===== src/rtl/oam_dma_ctrl.sv =====
// -----------------------------------------------------------------------------
// oam_dma_ctrl
//
// Sprite-memory DMA controller. A CPU write to 16'h4014 halts the CPU and
// copies 256 bytes from page {data,8'h00} to the OAM data port at 16'h2004,
// one read and one write per byte, in ascending source order. While idle the
// shared bus is a combinational pass-through of the CPU bus.
//
// Build option:
//   OAM_DMA_ALIGN_EN  when defined, an extra ALIGN cycle is inserted after HALT
//                     if the DMA started on an odd CPU cycle (514-cycle stall
//                     instead of 513). When undefined, ALIGN and the cycle
//                     parity flop are not built and the stall is always 513.
//
// Ports:
//   clk         in   system clock, one edge per CPU cycle
//   reset       in   synchronous, active-high reset
//   cpu_addr    in   CPU address (ignored outside IDLE)
//   cpu_dout    in   CPU write data (ignored outside IDLE)
//   cpu_we      in   CPU write strobe (ignored outside IDLE)
//   cpu_rdy     out  CPU ready, 0 = CPU halted
//   bus_addr    out  shared bus address
//   bus_dout    out  shared bus write data
//   bus_we      out  shared bus write strobe
//   bus_din     in   shared bus read data
//   dma_active  out  1 while the DMA owns the bus
//
// State | meaning
// ------+-----------------------------------------------------------
// IDLE  | bus passes through from the CPU; watching for a 4014 write
// HALT  | one dead cycle while the CPU stalls; bus shows cpu_addr
// ALIGN | optional dead cycle to realign to an even CPU cycle
// READ  | bus reads {page,idx}; read data captured into data_q
// WRITE | bus writes data_q to 2004; advances idx or finishes
// -----------------------------------------------------------------------------
module oam_dma_ctrl (
  input  logic        clk,
  input  logic        reset,
  input  logic [15:0] cpu_addr,
  input  logic [7:0]  cpu_dout,
  input  logic        cpu_we,
  output logic        cpu_rdy,
  output logic [15:0] bus_addr,
  output logic [7:0]  bus_dout,
  output logic        bus_we,
  input  logic [7:0]  bus_din,
  output logic        dma_active
);

  localparam logic [15:0] TRIG_ADDR = 16'h4014;
  localparam logic [15:0] OAM_ADDR  = 16'h2004;

  typedef enum logic [2:0] {
    IDLE,
    HALT,
`ifdef OAM_DMA_ALIGN_EN
    ALIGN,
`endif
    READ,
    WRITE
  } state_t;

  state_t     r_state;
  logic [7:0] r_page;
  logic [7:0] r_idx;
  logic [7:0] r_data_q;
  logic       r_cpu_rdy;
  logic       r_dma_active;
`ifdef OAM_DMA_ALIGN_EN
  logic       r_cyc_odd;
`endif

  logic w_trigger;

  assign w_trigger = (r_state == IDLE) && cpu_we && (cpu_addr == TRIG_ADDR);

  // Reset wins over a trigger sampled on the same edge.
  always_ff @(posedge clk) begin
    if (reset) begin
      r_state      <= IDLE;
      r_page       <= 8'h00;
      r_idx        <= 8'h00;
      r_data_q     <= 8'h00;
      r_cpu_rdy    <= 1'b1;
      r_dma_active <= 1'b0;
`ifdef OAM_DMA_ALIGN_EN
      r_cyc_odd    <= 1'b0;
`endif
    end else begin
`ifdef OAM_DMA_ALIGN_EN
      r_cyc_odd <= ~r_cyc_odd;
`endif
      case (r_state)
        IDLE: begin
          if (w_trigger) begin
            r_page       <= cpu_dout;
            r_idx        <= 8'h00;
            r_state      <= HALT;
            r_cpu_rdy    <= 1'b0;
            r_dma_active <= 1'b1;
          end
        end
        HALT: begin
`ifdef OAM_DMA_ALIGN_EN
          if (r_cyc_odd) r_state <= ALIGN;
          else           r_state <= READ;
`else
          r_state <= READ;
`endif
        end
`ifdef OAM_DMA_ALIGN_EN
        ALIGN: r_state <= READ;
`endif
        READ: begin
          r_data_q <= bus_din;
          r_state  <= WRITE;
        end
        WRITE: begin
          // idx wraps within the page; the page byte is never incremented.
          if (r_idx == 8'hFF) begin
            r_state      <= IDLE;
            r_cpu_rdy    <= 1'b1;
            r_dma_active <= 1'b0;
          end else begin
            r_idx   <= r_idx + 8'd1;
            r_state <= READ;
          end
        end
        default: begin
          r_state      <= IDLE;
          r_cpu_rdy    <= 1'b1;
          r_dma_active <= 1'b0;
        end
      endcase
    end
  end

  // Bus mux: pass-through in IDLE, otherwise owned by the DMA. HALT/ALIGN
  // keep the CPU address on the bus but never write.
  always_comb begin
    bus_addr = cpu_addr;
    bus_dout = cpu_dout;
    bus_we   = 1'b0;
    case (r_state)
      IDLE:  bus_we = cpu_we;
      READ:  bus_addr = {r_page, r_idx};
      WRITE: begin
        bus_addr = OAM_ADDR;
        bus_dout = r_data_q;
        bus_we   = 1'b1;
      end
      default: ;
    endcase
  end

  assign cpu_rdy    = r_cpu_rdy;
  assign dma_active = r_dma_active;

endmodule


===== config.mk =====
export PLATFORM = sky130hd
export DESIGN_NAME = oam_dma_ctrl
export DESIGN_NICKNAME = d
export VERILOG_FILES = /design/src/rtl/oam_dma_ctrl.sv
export SDC_FILE = /design/constraint.sdc
export NUM_CORES = 1
export LEC_CHECK = 0
export CORE_ASPECT_RATIO = 1.1
export CORE_UTILIZATION = 47
export DETAILED_ROUTE_END_ITERATION = 10
export PLACE_DENSITY = 0.84
export SLEW_MARGIN = 20
export SYNTH_ARGS = -nofsm -noshare
export SYNTH_HDL_FRONTEND = slang
export SYNTH_SLANG_ARGS = --single-unit

===== constraint.sdc =====
create_clock -name clk -period 3.9 [get_ports clk]
set_input_delay 0.78 -clock clk [delete_from_list [all_inputs] [get_ports clk]]
set_output_delay 0.78 -clock clk [all_outputs]
set_load 0.01 [all_outputs]

==> flow_summary.yaml, run 1 <==
detailed_routing:
  routed_wl_um: 4380
  drtPass1Iterations: 7
  num_vias: 1539
  post_drt_via_cell_ratio: 5.83
  wire_per_inst_um: 16.6
  ant_nets: 0
  dr.first_iter.drc_count: 61
  drc_errors: 1
run:
  drv_cap: 0
setup_path:
  worstPathRequired_ns: 3.12
  arrival_ns: 2.60
  crit_chain: "inv_1 -> ha_1 -> nor2_1 -> a22o_1 -> clkdlybuf4s50_1"
  cp-start-kind: "register"
  critPathBufInv: 2
  crit_family: "simple AND/OR/NAND/NOR gates"
  cpMaxStageDelayCell: "nor2_1"
  crit_type: "reg -> out"
  crit_fanout: 14
  crit_path_max_incr_delay_ns: 0.73
  end_kind: "output pin"
cts:
  post_cts_resized: 0
  clockBufferDepth: 2
  hold_buffers: 0
  cts_max_level: 1
  root_buffer: "clkbuf_4"
  cts_buffers: 3
  clkTransAtPathRegs_ns: 0.15
  clock_sinks: 28
  cts_tree: "built"
  insertion_delay_ns: 0.33
  cts_setup_buffers: 0
floorplan:
  dieHeight_um: 63.2
  rows: 21
  start_util: 0.508
  core_area_mm2: 0.00315
  die_w_um: 57.7
  io_pins: 62
  die-area_mm2: 0.00365
global_routing:
  grt_usage: 0.249
  grt_overflow: 0
  grt_pass1_wl_um: 7140
  antenna_found_initial: 0
  grt_start_max_net_pins: 27
  grt_pass1_vias: 1635
yosys:
  yosys.area_share.simple: 0.169
  synthAdderAreaFrac: 0.0390
  yosysWarnings: 0
  ys_dominant_reg_cell: "dfxtp_1"
  synthXorXnorAreaFrac: 0
  synthMuxAreaShare: 0.169
  synth_top_family_by_area: "compound AO/OA/AOI/OAI gates"
  synth_fp_nets: 213
  synth_edf_count: 0
  syn_inst: 173
  ys_async_sr_fraction: 0
  synth-seq-cells: 28
  synth_cell_type_count: 38
  syn_avg_cell_area_um2: 9.26
  synth_compound_area_frac: 0.202
  synth-seq-area-share: 0.350
  syn_area_mm2: 0.00160
cells_and_area:
  fin_nets: 271
  final_cell_mix: "61 x clkdlybuf4s50_1, 28 x dfxtp_1, 24 x nor2_1, 18 x mux2i_1, 13 x a22o_1"
  antenna_cells: 0
  drive_gt1_frac: 0.113
  fillers: 245
  post-route-util: 0.708
  final_common_cell: "clkdlybuf4s50_1"
  area_delta_synth_final_pct: 39.3
timing:
  worstMarginPinSlew_ns: 0.934
  fin_tns_setup_ns: 0
  whs_ns: 0.483
  rsz0062_at_grt: "no"
  min_period_over_period: 0.865
  setup-violations-final: 0
  hold_violations: 0
  maxSlewViolCount: 0
  fin_ws_ns: 0.525
  period_minus_slack_ns: 3.38
  timing.slew.headroom: 0.375
  finClkSkew_ns: 0.00195
  fmax_mhz: 296
status:
  failed_checks: "design-rule violations"
  status: "finished with violations"
placed_design:
  place_ws_ns: 0.898
  gp_congestion: 0.765
  hpwl_um: 3350
  portBuffers: 61
min_path:
  min_path_type: "reg -> reg"
power:
  power_frac_comb: 0.184
  power_frac_seq: 0.545
  leakagePower_nw: 0.835
  power.internal_w: 0.000407
  switching_share: 0.226
  p_total_w: 0.000526
  pwr-share-clk: 0.272
  p_per_area_mw_per_mm2: 235
  p_sw_w: 0.000119
  peakVddDrop_v: 0.000141
-- worst register-to-register path, stage by stage (launching register included) --
cell	delay, ns
dfxtp_1	0.41
ha_1	0.19
buf_4	0.25
inv_1	0.14
o22ai_2	0.50
a41oi_1	0.22
a211oi_1	0.25
-- flip-flops by register name, indices dropped and copies added (netlist names) --
signal,flops
r_idx,8
cpu_rdy,1
r_state,2
dma_active,1
r_page,8
r_data_q,8
-- Yosys cell counts, types with 2 or more instances --
| cell | count | area (um2) |
|---|---|---|
| dfxtp_1 | 28 | 561 |
| a211oi_2 | 2 | 25.0 |
| nor3_1 | 4 | 20.0 |
| nand3_1 | 5 | 25.0 |
| nor4b_2 | 2 | 30.0 |
| mux2i_1 | 18 | 180 |
| a41oi_1 | 2 | 17.5 |
| inv_1 | 7 | 26.3 |
| buf_6 | 5 | 56.3 |
| mux2_2 | 8 | 90.1 |
| clkbuf_1 | 4 | 15.0 |
| o21ai_0 | 6 | 30.0 |
| a32o_1 | 2 | 20.0 |
| nor2_1 | 24 | 90.1 |
| ha_1 | 5 | 62.6 |
| a22o_1 | 13 | 114 |
| nand2_1 | 11 | 41.3 |
| a21oi_1 | 5 | 25.0 |
| a211oi_1 | 3 | 22.5 |
-- kinds of logic after synthesis --
family / after synthesis
AO/OA/AOI/OAI: 41
adder cells (fa/ha/maj): 5
buffers and inverters: 19
flip-flops: 28
multiplexers: 26
AND/OR/NAND/NOR: 54
-- power groups by stage --
stage          registers, W  clock network (W)  logic (W)
3_3_place_gp       0.000292                  0  0.0000950
3_5_place_dp       0.000292                  0  0.0000963
2_1_floorplan      0.000292                  0  0.0000296
6_report           0.000286           0.000143  0.0000965
4_1_cts            0.000286           0.000146  0.0000971
5_1_grt            0.000287           0.000158   0.000103
-- metrics by stage --
stage | area (um2) | std cells
5_1_grt | 2230 | 264
6_report | 2230 | 264
3_5_place_dp | 2200 | 260
2_1_floorplan | 1600 | 173
3_3_place_gp | 2200 | 260
4_1_cts | 2230 | 264
-- final timing paths --
kind | slack, ns | depth (start not counted) | start | end
worst max register to register | 1.86 | 6 | r_state[1] | r_idx[7]
worst min-delay path | 0.48 | 2 | cpu_rdy | cpu_rdy
worst min register to register | 0.48 | 2 | cpu_rdy | cpu_rdy
worst max-delay path | 0.52 | 5 | r_state[0] | bus_addr[3]
-- layout make-up --
type / instances / area, um2 / area share
clock buffers: 4 / 36.3 / 0.0162
inverters: 7 / 26.3 / 0.0118
multi-input cells: 126 / 927 / 0.415
flip-flops and latches: 28 / 561 / 0.251
repair buffers: 65 / 641 / 0.287
well taps: 34 / 42.5 / 0.0190
-- per-layer routing --
metal | GRT usage | vias up | routed length [um]
met4 | 0.0923 | 0 | 64
met2 | 0.448 | 69 | 2270
li1 | - | 747 | -
met5 | 0 | - | 0
met3 | 0.0287 | 7 | 231
met1 | 0.298 | 716 | 1810
No activity file was read; power rests on OpenSTA's default activity.
==> run 2, diff against run 1 <==
Settings changed: CORE_UTILIZATION 47 to 44, PLACE_DENSITY 0.84 to 0.79.
Clock period 3.9 ns to 3.3 ns, I/O delays scaled along.
==> flow_summary.yaml, run 2 (synthesis gave the netlist of run 1 again) <==
global_routing:
  grt_start_max_net_pins: 27
  grt_overflow: 0
  antenna_found_initial: 0
  grt_usage: 0.225
  grt_pass1_vias: 1445
  grt_pass1_wl_um: 6760
cts:
  hold_buffers: 0
  clock_sinks: 28
  cts_tree: "built"
  root_buffer: "clkbuf_4"
  cts_setup_buffers: 0
  clockBufferDepth: 2
  post_cts_resized: 0
  cts_max_level: 1
  cts_buffers: 3
  clkTransAtPathRegs_ns: 0.17
  insertion_delay_ns: 0.34
setup_path:
  arrival_ns: 2.24
  cp-start-kind: "register"
  crit_type: "reg -> out"
  worstPathRequired_ns: 2.64
  crit_fanout: 11
  r2r-start: "r_state[1]"
  critical_path.startpoint: "r_state[0]"
  end_kind: "output pin"
cells_and_area:
  area_delta_synth_final_pct: 41.9
  biggestRegsByFlops: "r_data_q: 8 flops, r_idx: 8 flops, r_page: 8 flops"
  drive_gt1_frac: 0.117
  fin_nets: 272
  antenna_cells: 0
  final_cell_mix: "61 x clkdlybuf4s50_1, 28 x dfxtp_1, 24 x nor2_1, 18 x mux2i_1, 13 x a22o_1"
  final_common_cell: "clkdlybuf4s50_1"
  fillers: 296
placed_design:
  gp_congestion: 0.814
  hpwl_um: 2890
  portBuffers: 61
  place_ws_ns: 0.664
timing:
  fin_tns_setup_ns: 0
  rsz0062_at_grt: "no"
  setup-violations-final: 0
  finClkSkew_ns: 0.00790
  hold_violations: 0
  min_period_over_period: 0.880
  worstMarginPinSlew_ns: 0.580
  timing.slew.headroom: 0.613
  period_minus_slack_ns: 2.90
  fmax_mhz: 345
  maxSlewViolCount: 0
  fin_ws_ns: 0.398
status:
  status: "completed"
floorplan:
  die_w_um: 59.5
  core_area_mm2: 0.00341
  io_pins: 62
  start_util: 0.470
  rows: 22
  dieHeight_um: 65.3
  die-area_mm2: 0.00389
detailed_routing:
  dr.first_iter.drc_count: 55
  drtPass1Iterations: 4
  post_drt_via_cell_ratio: 5.41
  routed_wl_um: 4040
  wire_per_inst_um: 14.5
  drc_errors: 0
  num_vias: 1508
  ant_nets: 0
power:
  leakagePower_nw: 0.846
  peakVddDrop_v: 0.000209
  p_per_area_mw_per_mm2: 301
min_path:
  hp-start: "cpu_rdy"
  min_path_type: "reg -> reg"
run:
  drv_cap: 0
==> run 2: layout make-up <==
| class | instances | area [um2] | area share |
|---|---|---|---|
| Clock buffer | 3 | 22.5 | 0.00990 |
| Tap cell | 48 | 60.1 | 0.0264 |
| Multi-Input combinational cell | 126 | 927 | 0.408 |
| Sequential cell | 28 | 561 | 0.246 |
| Clock inverter | 1 | 30.0 | 0.0132 |
| Timing Repair Buffer | 66 | 648 | 0.285 |
| Inverter | 7 | 26.3 | 0.0116 |
==> run 2: per-stage QoR <==
stage / hold WS, ns / std cells / utilization / area (um2) / power [W]
finish: 0.481 / 279 / 0.666 / 2270 / 0.000685
global route: 0.535 / 279 / 0.666 / 2270 / 0.000713
CTS: 0.485 / 279 / 0.666 / 2270 / 0.000688
detailed placement: 0.462 / 275 / 0.651 / 2220 / 0.000459
global placement: 0.448 / 275 / 0.651 / 2220 / 0.000459
floorplan: 0.454 / 173 / - / 1600 / 0.000381
==> run 2: routing by layer <==
metal / global-route usage / vias to the layer above / part of all wire
li1: - / 754 / -
met1: 0.290 / 690 / 0.45
met2: 0.358 / 58 / 0.46
met3: 0.0709 / 6 / 0.081
met4: 0.0640 / 0 / 0.011
met5: 0 / - / 0
==> run 2: worst paths after layout <==
| kind | endpoint | slack [ns] | cells past startpoint |
|---|---|---|---|
| min reg2reg | cpu_rdy | 0.48 | 2 |
| min | cpu_rdy | 0.48 | 2 |
| max | bus_addr[7] | 0.40 | 6 |
| max reg2reg | r_idx[7] | 1.27 | 6 |
==> run 2: power breakdown <==
part,switching (W),internal [W],leakage [nW],total (W)
Clock,0.000110,0.000123,0.0279,0.000233
Sequential,0.0000000575,0.000338,0.225,0.000339
Combinational,0.0000382,0.0000750,0.593,0.000113
Total,0.000148,0.000536,0.846,0.000685
==> run 2: critical path: stages (launching register included) <==
cell and delay, ns:
dfxtp_1 0.41, inv_1 0.10, ha_1 0.22, nor2_1 0.24, buf_4 0.25, a22o_1 0.15, clkdlybuf4s50_1 0.54
